File: src/rtl/vram_blit_master_if.sv
// vram_blit_master_if: control and bus signal bundle for the VRAM blit master
//   master modport (the blitter):
//     in : start, mode, srcAddr, dstAddr, len, fillData, busDataIn, nBusDSACK
//     out: busy, done, err, nBusCE, nBusDS, busRnW, busAddr, busDataOut, busDataOe
//   slave modport (CPU-side programmer plus bus responder): the mirror image
interface vram_blit_master_if #(
    parameter int ADDR_W = 16
);
    logic              start;
    logic              mode;
    logic [ADDR_W-1:0] srcAddr;
    logic [ADDR_W-1:0] dstAddr;
    logic [15:0]       len;
    logic [7:0]        fillData;
    logic              busy;
    logic              done;
    logic              err;
    logic              nBusCE;
    logic              nBusDS;
    logic              busRnW;
    logic [ADDR_W-1:0] busAddr;
    logic [7:0]        busDataOut;
    logic              busDataOe;
    logic [7:0]        busDataIn;
    logic              nBusDSACK;

    modport master (
        input  start, mode, srcAddr, dstAddr, len, fillData, busDataIn, nBusDSACK,
        output busy, done, err, nBusCE, nBusDS, busRnW, busAddr, busDataOut, busDataOe
    );

    modport slave (
        output start, mode, srcAddr, dstAddr, len, fillData, busDataIn, nBusDSACK,
        input  busy, done, err, nBusCE, nBusDS, busRnW, busAddr, busDataOut, busDataOe
    );
endinterface

File: src/rtl/vram_blit_master.sv
// vram_blit_master: 8-bit CE/DS/RnW/DSACK bus initiator for VRAM fills and copies
//   pixClk : clock, all logic on the rising edge
//   nReset : asynchronous active-low reset; releases the bus at once and drops any transfer
//   bus    : vram_blit_master_if.master
//            start/mode/srcAddr/dstAddr/len/fillData  launch strobe and transfer arguments
//            busy/done/err                            transfer status
//            nBusCE/nBusDS/busRnW/busAddr             bus cycle control
//            busDataOut/busDataOe                     write data and tristate enable
//            busDataIn/nBusDSACK                      responder read data and acknowledge
module vram_blit_master #(
    parameter int                TIMEOUT  = 1023,
    parameter int                ADDR_W   = 16,
    parameter logic [ADDR_W-1:0] REG_ADDR = {ADDR_W{1'b1}}
) (
    input logic                pixClk,
    input logic                nReset,
    vram_blit_master_if.master bus
);
    localparam int               TMO_W    = $clog2(TIMEOUT + 1);
    localparam logic [TMO_W-1:0] TMO_LAST = TMO_W'(TIMEOUT - 1);

    typedef enum logic [3:0] {
        S_IDLE, S_CHK, S_RD_REQ, S_RD_WAIT, S_RD_END, S_WR_REQ, S_WR_WAIT, S_WR_END, S_FIN
    } state_t;

    state_t            r_state, w_state;
    logic [ADDR_W-1:0] r_src, w_src, r_dst, w_dst, r_addr, w_addr;
    logic [15:0]       r_cnt, w_cnt;
    logic [7:0]        r_fill, w_fill, r_data, w_data, r_dout, w_dout;
    logic [TMO_W-1:0]  r_tmo, w_tmo;
    logic              r_mode, w_mode, r_err, w_err;
    logic              r_busy, w_busy, r_done, w_done;
    logic              r_ce_n, w_ce_n, r_ds_n, w_ds_n, r_rnw, w_rnw, r_oe, w_oe;
    logic              w_tmo_hit, w_reg_hit;

    assign w_tmo_hit = (r_tmo == TMO_LAST);
    // The reserved video register must never be touched: destination always, source only when copying
    assign w_reg_hit = (r_dst == REG_ADDR) || (!r_mode && (r_src == REG_ADDR));

    always_comb begin
        w_state = r_state;
        w_src   = r_src;
        w_dst   = r_dst;
        w_cnt   = r_cnt;
        w_mode  = r_mode;
        w_fill  = r_fill;
        w_data  = r_data;
        w_err   = r_err;
        case (r_state)
            S_IDLE: begin
                if (bus.start) begin
                    w_state = S_CHK;
                    w_src   = bus.srcAddr;
                    w_dst   = bus.dstAddr;
                    w_cnt   = bus.len;
                    w_mode  = bus.mode;
                    w_fill  = bus.fillData;
                    w_err   = 1'b0;
                end
            end
            S_CHK: begin
                if (r_cnt == 16'd0) begin
                    w_state = S_FIN;
                end else if (w_reg_hit) begin
                    w_err   = 1'b1;
                    w_state = S_FIN;
                end else begin
                    w_state = r_mode ? S_WR_REQ : S_RD_REQ;
                end
            end
            S_RD_REQ: w_state = S_RD_WAIT;
            S_RD_WAIT: begin
                if (!bus.nBusDSACK) begin
                    w_data  = bus.busDataIn;
                    w_state = S_RD_END;
                end else if (w_tmo_hit) begin
                    w_err   = 1'b1;
                    w_state = S_FIN;
                end
            end
            S_RD_END: begin
                if (bus.nBusDSACK) begin
                    w_state = S_WR_REQ;
                end else if (w_tmo_hit) begin
                    w_err   = 1'b1;
                    w_state = S_FIN;
                end
            end
            S_WR_REQ: w_state = S_WR_WAIT;
            S_WR_WAIT: begin
                if (!bus.nBusDSACK) begin
                    w_state = S_WR_END;
                end else if (w_tmo_hit) begin
                    w_err   = 1'b1;
                    w_state = S_FIN;
                end
            end
            S_WR_END: begin
                if (bus.nBusDSACK) begin
                    w_src   = r_src + 1'b1;
                    w_dst   = r_dst + 1'b1;
                    w_cnt   = r_cnt - 1'b1;
                    w_state = S_CHK;
                end else if (w_tmo_hit) begin
                    w_err   = 1'b1;
                    w_state = S_FIN;
                end
            end
            S_FIN:   w_state = S_IDLE;
            default: w_state = S_IDLE;
        endcase
    end

    // Outputs are registered, so their next values follow the state being entered
    always_comb begin
        w_ce_n = 1'b1;
        w_ds_n = 1'b1;
        w_rnw  = 1'b1;
        w_oe   = 1'b0;
        w_addr = r_addr;
        w_dout = r_dout;
        case (w_state)
            S_RD_REQ, S_RD_WAIT: begin
                w_addr = r_src;
                w_ce_n = 1'b0;
                w_ds_n = 1'b0;
            end
            S_WR_REQ, S_WR_WAIT: begin
                w_addr = r_dst;
                w_rnw  = 1'b0;
                w_oe   = 1'b1;
                w_ce_n = 1'b0;
                // DS trails CE by one clock on writes so the data is settled first
                w_ds_n = (w_state == S_WR_REQ);
                w_dout = r_mode ? r_fill : r_data;
            end
            default: ;
        endcase
        w_busy = (w_state != S_IDLE) && (w_state != S_FIN);
        w_done = (w_state == S_FIN);
        // Wait counter restarts on every state change and only matters in WAIT/END states
        w_tmo  = (w_state == r_state) ? r_tmo + 1'b1 : '0;
    end

    always_ff @(posedge pixClk or negedge nReset) begin
        if (!nReset) begin
            r_state <= S_IDLE;
            r_src   <= '0;
            r_dst   <= '0;
            r_cnt   <= '0;
            r_mode  <= 1'b0;
            r_fill  <= '0;
            r_data  <= '0;
            r_tmo   <= '0;
            r_err   <= 1'b0;
            r_busy  <= 1'b0;
            r_done  <= 1'b0;
            r_ce_n  <= 1'b1;
            r_ds_n  <= 1'b1;
            r_rnw   <= 1'b1;
            r_oe    <= 1'b0;
            r_addr  <= '0;
            r_dout  <= '0;
        end else begin
            r_state <= w_state;
            r_src   <= w_src;
            r_dst   <= w_dst;
            r_cnt   <= w_cnt;
            r_mode  <= w_mode;
            r_fill  <= w_fill;
            r_data  <= w_data;
            r_tmo   <= w_tmo;
            r_err   <= w_err;
            r_busy  <= w_busy;
            r_done  <= w_done;
            r_ce_n  <= w_ce_n;
            r_ds_n  <= w_ds_n;
            r_rnw   <= w_rnw;
            r_oe    <= w_oe;
            r_addr  <= w_addr;
            r_dout  <= w_dout;
        end
    end

    assign bus.busy       = r_busy;
    assign bus.done       = r_done;
    assign bus.err        = r_err;
    assign bus.nBusCE     = r_ce_n;
    assign bus.nBusDS     = r_ds_n;
    assign bus.busRnW     = r_rnw;
    assign bus.busAddr    = r_addr;
    assign bus.busDataOut = r_dout;
    assign bus.busDataOe  = r_oe;
endmodule

File: src/flat_wrapper.sv
// flat-port wrapper written by rule: the top's interface ports become plain ports
module vram_blit_master_flat 
#(
    parameter int                TIMEOUT  = 1023,
    parameter int                ADDR_W   = 16,
    parameter logic [ADDR_W-1:0] REG_ADDR = {ADDR_W{1'b1}}
)
  (pixClk, nReset, bus_start, bus_mode, bus_srcAddr, bus_dstAddr, bus_len, bus_fillData, bus_busDataIn, bus_nBusDSACK, bus_busy, bus_done, bus_err, bus_nBusCE, bus_nBusDS, bus_busRnW, bus_busAddr, bus_busDataOut, bus_busDataOe);
  vram_blit_master_if #(.ADDR_W(ADDR_W)) bus_i ();
  input logic pixClk;
  input logic nReset;
  input wire logic [$bits(bus_i.start)-1:0] bus_start;
  input wire logic [$bits(bus_i.mode)-1:0] bus_mode;
  input wire logic [$bits(bus_i.srcAddr)-1:0] bus_srcAddr;
  input wire logic [$bits(bus_i.dstAddr)-1:0] bus_dstAddr;
  input wire logic [$bits(bus_i.len)-1:0] bus_len;
  input wire logic [$bits(bus_i.fillData)-1:0] bus_fillData;
  input wire logic [$bits(bus_i.busDataIn)-1:0] bus_busDataIn;
  input wire logic [$bits(bus_i.nBusDSACK)-1:0] bus_nBusDSACK;
  output wire logic [$bits(bus_i.busy)-1:0] bus_busy;
  output wire logic [$bits(bus_i.done)-1:0] bus_done;
  output wire logic [$bits(bus_i.err)-1:0] bus_err;
  output wire logic [$bits(bus_i.nBusCE)-1:0] bus_nBusCE;
  output wire logic [$bits(bus_i.nBusDS)-1:0] bus_nBusDS;
  output wire logic [$bits(bus_i.busRnW)-1:0] bus_busRnW;
  output wire logic [$bits(bus_i.busAddr)-1:0] bus_busAddr;
  output wire logic [$bits(bus_i.busDataOut)-1:0] bus_busDataOut;
  output wire logic [$bits(bus_i.busDataOe)-1:0] bus_busDataOe;
  assign bus_i.start = bus_start;
  assign bus_i.mode = bus_mode;
  assign bus_i.srcAddr = bus_srcAddr;
  assign bus_i.dstAddr = bus_dstAddr;
  assign bus_i.len = bus_len;
  assign bus_i.fillData = bus_fillData;
  assign bus_i.busDataIn = bus_busDataIn;
  assign bus_i.nBusDSACK = bus_nBusDSACK;
  assign bus_busy = bus_i.busy;
  assign bus_done = bus_i.done;
  assign bus_err = bus_i.err;
  assign bus_nBusCE = bus_i.nBusCE;
  assign bus_nBusDS = bus_i.nBusDS;
  assign bus_busRnW = bus_i.busRnW;
  assign bus_busAddr = bus_i.busAddr;
  assign bus_busDataOut = bus_i.busDataOut;
  assign bus_busDataOe = bus_i.busDataOe;
  vram_blit_master #(.TIMEOUT(TIMEOUT), .ADDR_W(ADDR_W), .REG_ADDR(REG_ADDR)) u_core (.pixClk(pixClk), .nReset(nReset), .bus(bus_i));
endmodule
File: config.mk
export PLATFORM = sky130hd
export DESIGN_NAME = vram_blit_master_flat
export DESIGN_NICKNAME = d
export VERILOG_FILES = /design/src/rtl/vram_blit_master_if.sv /design/src/rtl/vram_blit_master.sv /design/src/flat_wrapper.sv
export SDC_FILE = /design/constraint.sdc
export NUM_CORES = 1
export LEC_CHECK = 0
export CAP_MARGIN = 40
export CORE_UTILIZATION = 48
export DETAILED_ROUTE_END_ITERATION = 10
export HOLD_SLACK_MARGIN = 0.08
export PLACE_DENSITY_LB_ADDON = 0.25
export SLEW_MARGIN = 20
export SYNTH_ARGS = -nofsm -noshare
export SYNTH_HDL_FRONTEND = slang
export SYNTH_SLANG_ARGS = --single-unit
File: constraint.sdc
create_clock -name pixClk -period 2.7 [get_ports pixClk]
set_clock_uncertainty 0.1 [all_clocks]
set_input_delay 0.405 -clock pixClk [delete_from_list [all_inputs] [get_ports pixClk]]
set_output_delay 0.405 -clock pixClk [all_outputs]
set_load 0.1 [all_outputs]
# Word-level counts from Yosys, hierarchy flattened

Index checks and enable logic that the tools add are counted.

$mul: 0
Div/mod/pow operators: 0
$lt $le $gt $ge: 0
Bitwise logic cells: 1
Reduce and logical (&&, ||, !) cells: 19
Eq/ne operators: 23
Add/subtract/negate cells: 4
Mux-type cells: 33
Shift operators: 0

Operators with widths:

| operator                | number |
|---|---|
| $pmux W16 S2            | 4 |
| $mux W16                | 6 |
| $add A16 B1 Y16 const B | 2 |
| $eq A16 B16 Y1 const B  | 2 |
| $mux W4                 | 8 |
| $pmux W4 S8             | 1 |
| $eq A4 B3 Y1 const B    | 6 |
| $eq A4 B2 Y1 const B    | 4 |
| $logic_not A16 Y1       | 1 |
| $sub A16 B1 Y16 const B | 1 |
| $add A10 B1 Y10 const B | 1 |
| $eq A10 B10 Y1 const B  | 1 |
| $mux W10                | 1 |
| $mux W1                 | 9 |
| $mux W8                 | 1 |
| $ne A2 B2 Y1 const B    | 4 |
| $reduce_bool A4 Y1      | 2 |
| $reduce_or A2 Y1        | 4 |
| $reduce_and A6 Y1       | 1 |
| $eq A4 B1 Y1 const B    | 1 |
| $eq A4 B4 Y1            | 1 |
| $eq A4 B4 Y1 const B    | 1 |
| $logic_not A4 Y1        | 1 |
| $ne A2 B1 Y1 const B    | 2 |
| 12 further kinds        | 15 |

Output and inout port bits: 31
Flip-flop bits (word level): 110
Memories: 0
Input port bits: 69
Word-level logic and storage cells: 97
Bits in writable memories: 0
ROM bits: 0
Bits in latches: 0

# Depth between registers and ports, before layout

Depth after elaboration: 9
Gate-level depth with buffers: 12

# Least setup slack after synthesis

OpenSTA, ideal clock, no wires.

Kind: flip-flop to flip-flop
From: register u_core.r_cnt[0]
To: register u_core.r_dout[0], in the netlist u_core.bus.busDataOut[0]
Period minus slack after synthesis: 2.946 ns
Required time: 2.474 ns
Setup time: 0.126 ns
Arrival: 2.720 ns
Buffers on the path: 2
Slack: -0.246 ns
Stages on the path, launching flop included: 13
Path through: dfrtp_1 -> inv_1 -> ha_1 -> or4b_2 -> o41ai_2 -> a21o_2 -> o32ai_2 -> nand4bb_1 -> buf_2 -> and2_4 -> buf_6 -> inv_6 -> mux2_4

Word-level cells in the longest chain between the ends: 5
Elaborated cells on any way between the ends: 6
Those cells by class: 2 x eq/ne; 2 x mux; 2 x reduce/logical

RTL lines:

| item                   | line                    | RTL |
|---|---|---|
| start, declared        | vram_blit_master.sv:28  | `logic [15:0] r_cnt, w_cnt;` |
| start signal, assigned | vram_blit_master.sv:168 | `r_cnt <= w_cnt;` |
| $logic_not A16 Y1 (*)  | vram_blit_master.sv:62  | `if (r_cnt == 16'd0) begin` |
| $mux W4 (*)            | vram_blit_master.sv:62  |  |
| $pmux W4 S8 (*)        | vram_blit_master.sv:49  | `case (r_state)` |
| $eq A4 B3 Y1           | vram_blit_master.sv:122 | `case (w_state)` |
| $reduce_or A2 Y1 (*)   | vram_blit_master.sv:122 |  |
| end signal, assigned   | vram_blit_master.sv:181 | `r_dout <= w_dout;` |
| end, declared          | vram_blit_master.sv:29  | `logic [7:0] r_fill, w_fill, r_data, w_data, r_dout, w_dout;` |

Every way passes the cells marked *; elsewhere a longest branch is shown, timed or not.
A chain may end at the register's enable or synchronous reset.

# Worst setup path after layout

From: register u_core.r_cnt[8]
To: register u_core.r_addr[13], in the netlist u_core.bus.busAddr[13]

Word-level cells in the longest chain between the ends: 6
Elaborated cells on any way between the ends: 11
Those cells by class: 4 x eq/ne; 3 x mux; 4 x reduce/logical

RTL lines:

| item                                                      | line                    | RTL |
|---|---|---|
| $logic_not A16 Y1 (*)                                     | vram_blit_master.sv:62  |  |
| $mux W4 (*)                                               | vram_blit_master.sv:62  |  |
| $pmux W4 S8 (*)                                           | vram_blit_master.sv:49  |  |
| $eq A4 B3 Y1 / $eq A4 B2 Y1 (equally long branches)       | vram_blit_master.sv:122 |  |
| $reduce_or A2 Y1 (on tied branches)                       | n/a                     |  |
| $pmux W16 S2 / $reduce_bool A2 Y1 (equally long branches) | n/a                     |  |
| end signal, assigned                                      | vram_blit_master.sv:180 | `r_addr <= w_addr;` |
| end, declared                                             | vram_blit_master.sv:27  | `logic [ADDR_W-1:0] r_src, w_src, r_dst, w_dst, r_addr, w_addr;` |

Marks and branches as above.

==> flow_summary.ini <==
[timing]
setup_viol = 0
min_period_ns = 2.70
whs_ns = 0.403
rsz0062_at_grt = yes
max_freq_mhz = 371
fin_ws_ns = 0.00311
slew_headroom_pct = 59.1
worstMarginPinSlew_ns = 0.613
drv_slew = 0
min_period_over_period_pct = 99.9
hold_viol = 0

[worst_setup_path]
crit_fanout = 8
slowest_stage = or4_4
max_stage_delay_ns = 0.57
arrival_ns = 2.89
cp.required_ns = 2.89
end_kind = flip-flop
start_kind = flip-flop
crit_chain = or4_4 > o41ai_4 > a21o_2 > o22a_4 > o211ai_2 > and2_4 > buf_12 > clkbuf_16 > a21oi_2
reg2regPathDepth = 9
criticalPathCategory = flip-flop to flip-flop

[yosys]
synth_cells = 634
synth.distinct_cells = 62
ys.flop_type = dfrtp_1
seq_area_frac_synth_pct = 47.2
syn_area_um2 = 5840
synth_nets = 708
async_reset_ff_share_pct = 100
synth_top_area_share_pct = 45.8
ys_ff_latch = 110
ys_top_cells_by_area = dfrtp_1 (46%), a21oi_1 (9.5%), mux2_2 (4.8%), o21ai_0 (3.7%), nand2_1 (3.5%)
syn_area_per_cell_um2 = 9.21
ys_warn_count = 0
synth_top_area_cell = dfrtp_1
synth_edf_count = 0

[layout]
area_growth_pct = 32.3
layout_common_cells = dfrtp_1 (107), a21oi_1 (98), buf_4 (75)
fillers = 939
drive_gt1_share_pct = 22.5
seq_area_um2 = 2760
multi_input_area_um2 = 2990
mostFrequentLayoutCell = dfrtp_1
diodes = 0
fin_nets = 833

[clocking]
cts_tree = built
worstSkewPairLatency_ns = 0.36
htreeDepth = 3
numCtsBuffers = 9
clk_path_buf_depth = 2
ctsRootBufferMaster = clkbuf_16
cts.sinks = 110
clkTransAtPathRegs_ns = 0.07

[die]
coreArea_um2 = 11600
die_area_um2 = 12600
die_x_um = 112
start_util_pct = 50.3
die_h_um = 112
rows = 39
ios = 100

[placement]
portBuffers = 99
gp_congestion = 0.880
post-place-ws_ns = -0.125
dpl.hpwl_um = 10600

[drt]
drc = 6
routed_wl_um = 15700
vias = 5410
drt-pass1-iter-count = 8
viasPerCell = 5.96
ant_nets = 0
wire_per_inst_um = 17.3
drt_iter0_drc = 576

[pwr]
ir_drop_mv = 0.967
p_int_w = 0.00577
switching_share_pct = 48.3
power.switching_w = 0.00540
combPwrFrac_pct = 60.2
pwr_density_cell_nw_per_um2 = 1450
power.share.clock_pct = 12.2
p_seq_share_pct = 27.5
power.leakage_nw = 3.21

[global_route]
grt_overflow = 0
grt_pass1_wl_um = 24700
grt_usage_pct = 24.9
grt_pass1_vias = 5085
antenna_found_initial = 0
grt_max_degree = 62

[status]
violations = design-rule violations
status = finished, violations left

[worst_hold_path]
hp-class = flip-flop to flip-flop
whs_path_depth = 1

[run]
drv_cap = 0
-- per-stage QoR --
step / instances / util (%) / TNS, ns / power [W] / cell area, um2
2_1_floorplan: 634 / - / -2.41 / 0.00734 / 5850
3_3_place_gp: 883 / 61.8 / -0.291 / 0.00884 / 7180
3_5_place_dp: 883 / 61.8 / -1.21 / 0.00903 / 7180
4_1_cts: 903 / 64.9 / 0 / 0.0105 / 7540
5_1_grt: 907 / 66.5 / -1.83 / 0.0117 / 7730
6_report: 907 / 66.5 / 0 / 0.0112 / 7730
-- power by group through the flow --
stage	Combinational [W]	Sequential [W]	Clock, W
2_1_floorplan	0.00293	0.00441	0
3_3_place_gp	0.00580	0.00304	0
3_5_place_dp	0.00597	0.00306	0
4_1_cts	0.00606	0.00304	0.00139
5_1_grt	0.00716	0.00315	0.00144
6_report	0.00673	0.00308	0.00137
-- cells in the mapped netlist (2+ instances only) --
| library cell | number |
|---|---|
| nand4_1 | 7 |
| o22ai_1 | 17 |
| dfstp_2 | 3 |
| a22oi_1 | 5 |
| mux2_4 | 8 |
| xnor2_1 | 4 |
| nand3_1 | 28 |
| inv_1 | 16 |
| a31oi_1 | 2 |
| mux2_2 | 25 |
| o21a_1 | 3 |
| nand2_1 | 54 |
| clkbuf_1 | 30 |
| o31ai_1 | 6 |
| nor2_1 | 52 |
| a21oi_1 | 111 |
| buf_2 | 6 |
| dfrtp_1 | 107 |
| or3_1 | 4 |
| and3_1 | 2 |
| xor2_1 | 5 |
| or4_1 | 2 |
| or2_2 | 3 |
| mux2i_1 | 14 |
| nand3b_1 | 2 |
| nor4_1 | 3 |
| buf_1 | 2 |
| nand2b_1 | 7 |
| o32ai_1 | 5 |
| and2_1 | 4 |
| nor3_1 | 18 |
| a221oi_1 | 3 |
| ha_1 | 5 |
| o21ai_0 | 43 |
-- metal layers --
layer | vias up | wire, um | GRT usage, %
li1 | 2561 | - | -
met1 | 2619 | 6720 | 32.6
met2 | 206 | 7710 | 40.6
met3 | 24 | 925 | 4.54
met4 | 0 | 346 | 10.7
met5 | - | 0 | 0
-- registers in the layout, indices dropped and copies added, names as in the netlist, 4 cells and up --
register and flops:
u_core.r_cnt 16, u_core.r_dst 16, u_core.bus.busDataOut 8, u_core.r_fill 8
u_core.r_state 4, u_core.r_src 16, u_core.bus.busAddr 16, u_core.r_data 8
u_core.r_tmo 10
-- cell families (layout without fill, tap and decap cells) --
family / after synthesis / after routing / synth area share, %
xor gates and xnor gates: 9 / 9 / 1.35
adders and majority gates: 5 / 5 / 1.07
and+or+nand+nor: 194 / 194 / 15.8
buffers and inverters: 56 / 186 / 3.94
muxes: 47 / 47 / 9.28
DFF: 110 / 110 / 47.2
AOI/OAI and AO/OA: 213 / 213 / 21.4
-- worst max-delay path, delay by kind of cell (launching register included) --
| kind | cells | cell delay (ns) |
|---|---|---|
| buffers and inverters | 2 | 0.31 |
| AND/OR/NAND/NOR | 2 | 0.81 |
| flip-flops | 1 | 0.38 |
| AO/OA/AOI/OAI | 5 | 1.02 |
-- path summary, 6_finish.rpt --
path                                       start                     end  slack [ns]
worst min register to register  u_core.r_data[3]        u_core.r_data[3]        0.40
worst max-delay path             u_core.r_cnt[8]  u_core.bus.busAddr[13]       0.003
worst min-delay path            u_core.r_data[3]        u_core.r_data[3]        0.40
max in group asynchronous                 nReset         u_core.r_dst[4]        1.23
min in group asynchronous                 nReset         u_core.r_dst[7]        0.48
worst max register to register   u_core.r_cnt[8]  u_core.bus.busAddr[13]       0.003
-- layout make-up --
type	instances	share of cell area, %
multi-input cells	468	38.6
flip-flops and latches	110	35.7
repair buffers	152	18.4
clock buffers	11	3.14
well taps	143	2.32
inverters	17	0.923
clock inverters	5	0.761
repair inverters	1	0.113
-- what timing repair did --
item | 4_1_cts | 5_1_grt
endpoints found under the setup margin | 25 | 25
resized for setup | 3 | 26
setup buffers | 2 | 2
pin swaps | 4 | 3
hold buffers | 1 | 0
cloned | 1 | 2
hold endpoints to repair | 39 | 0
Power figures use the tool's default switching activity.
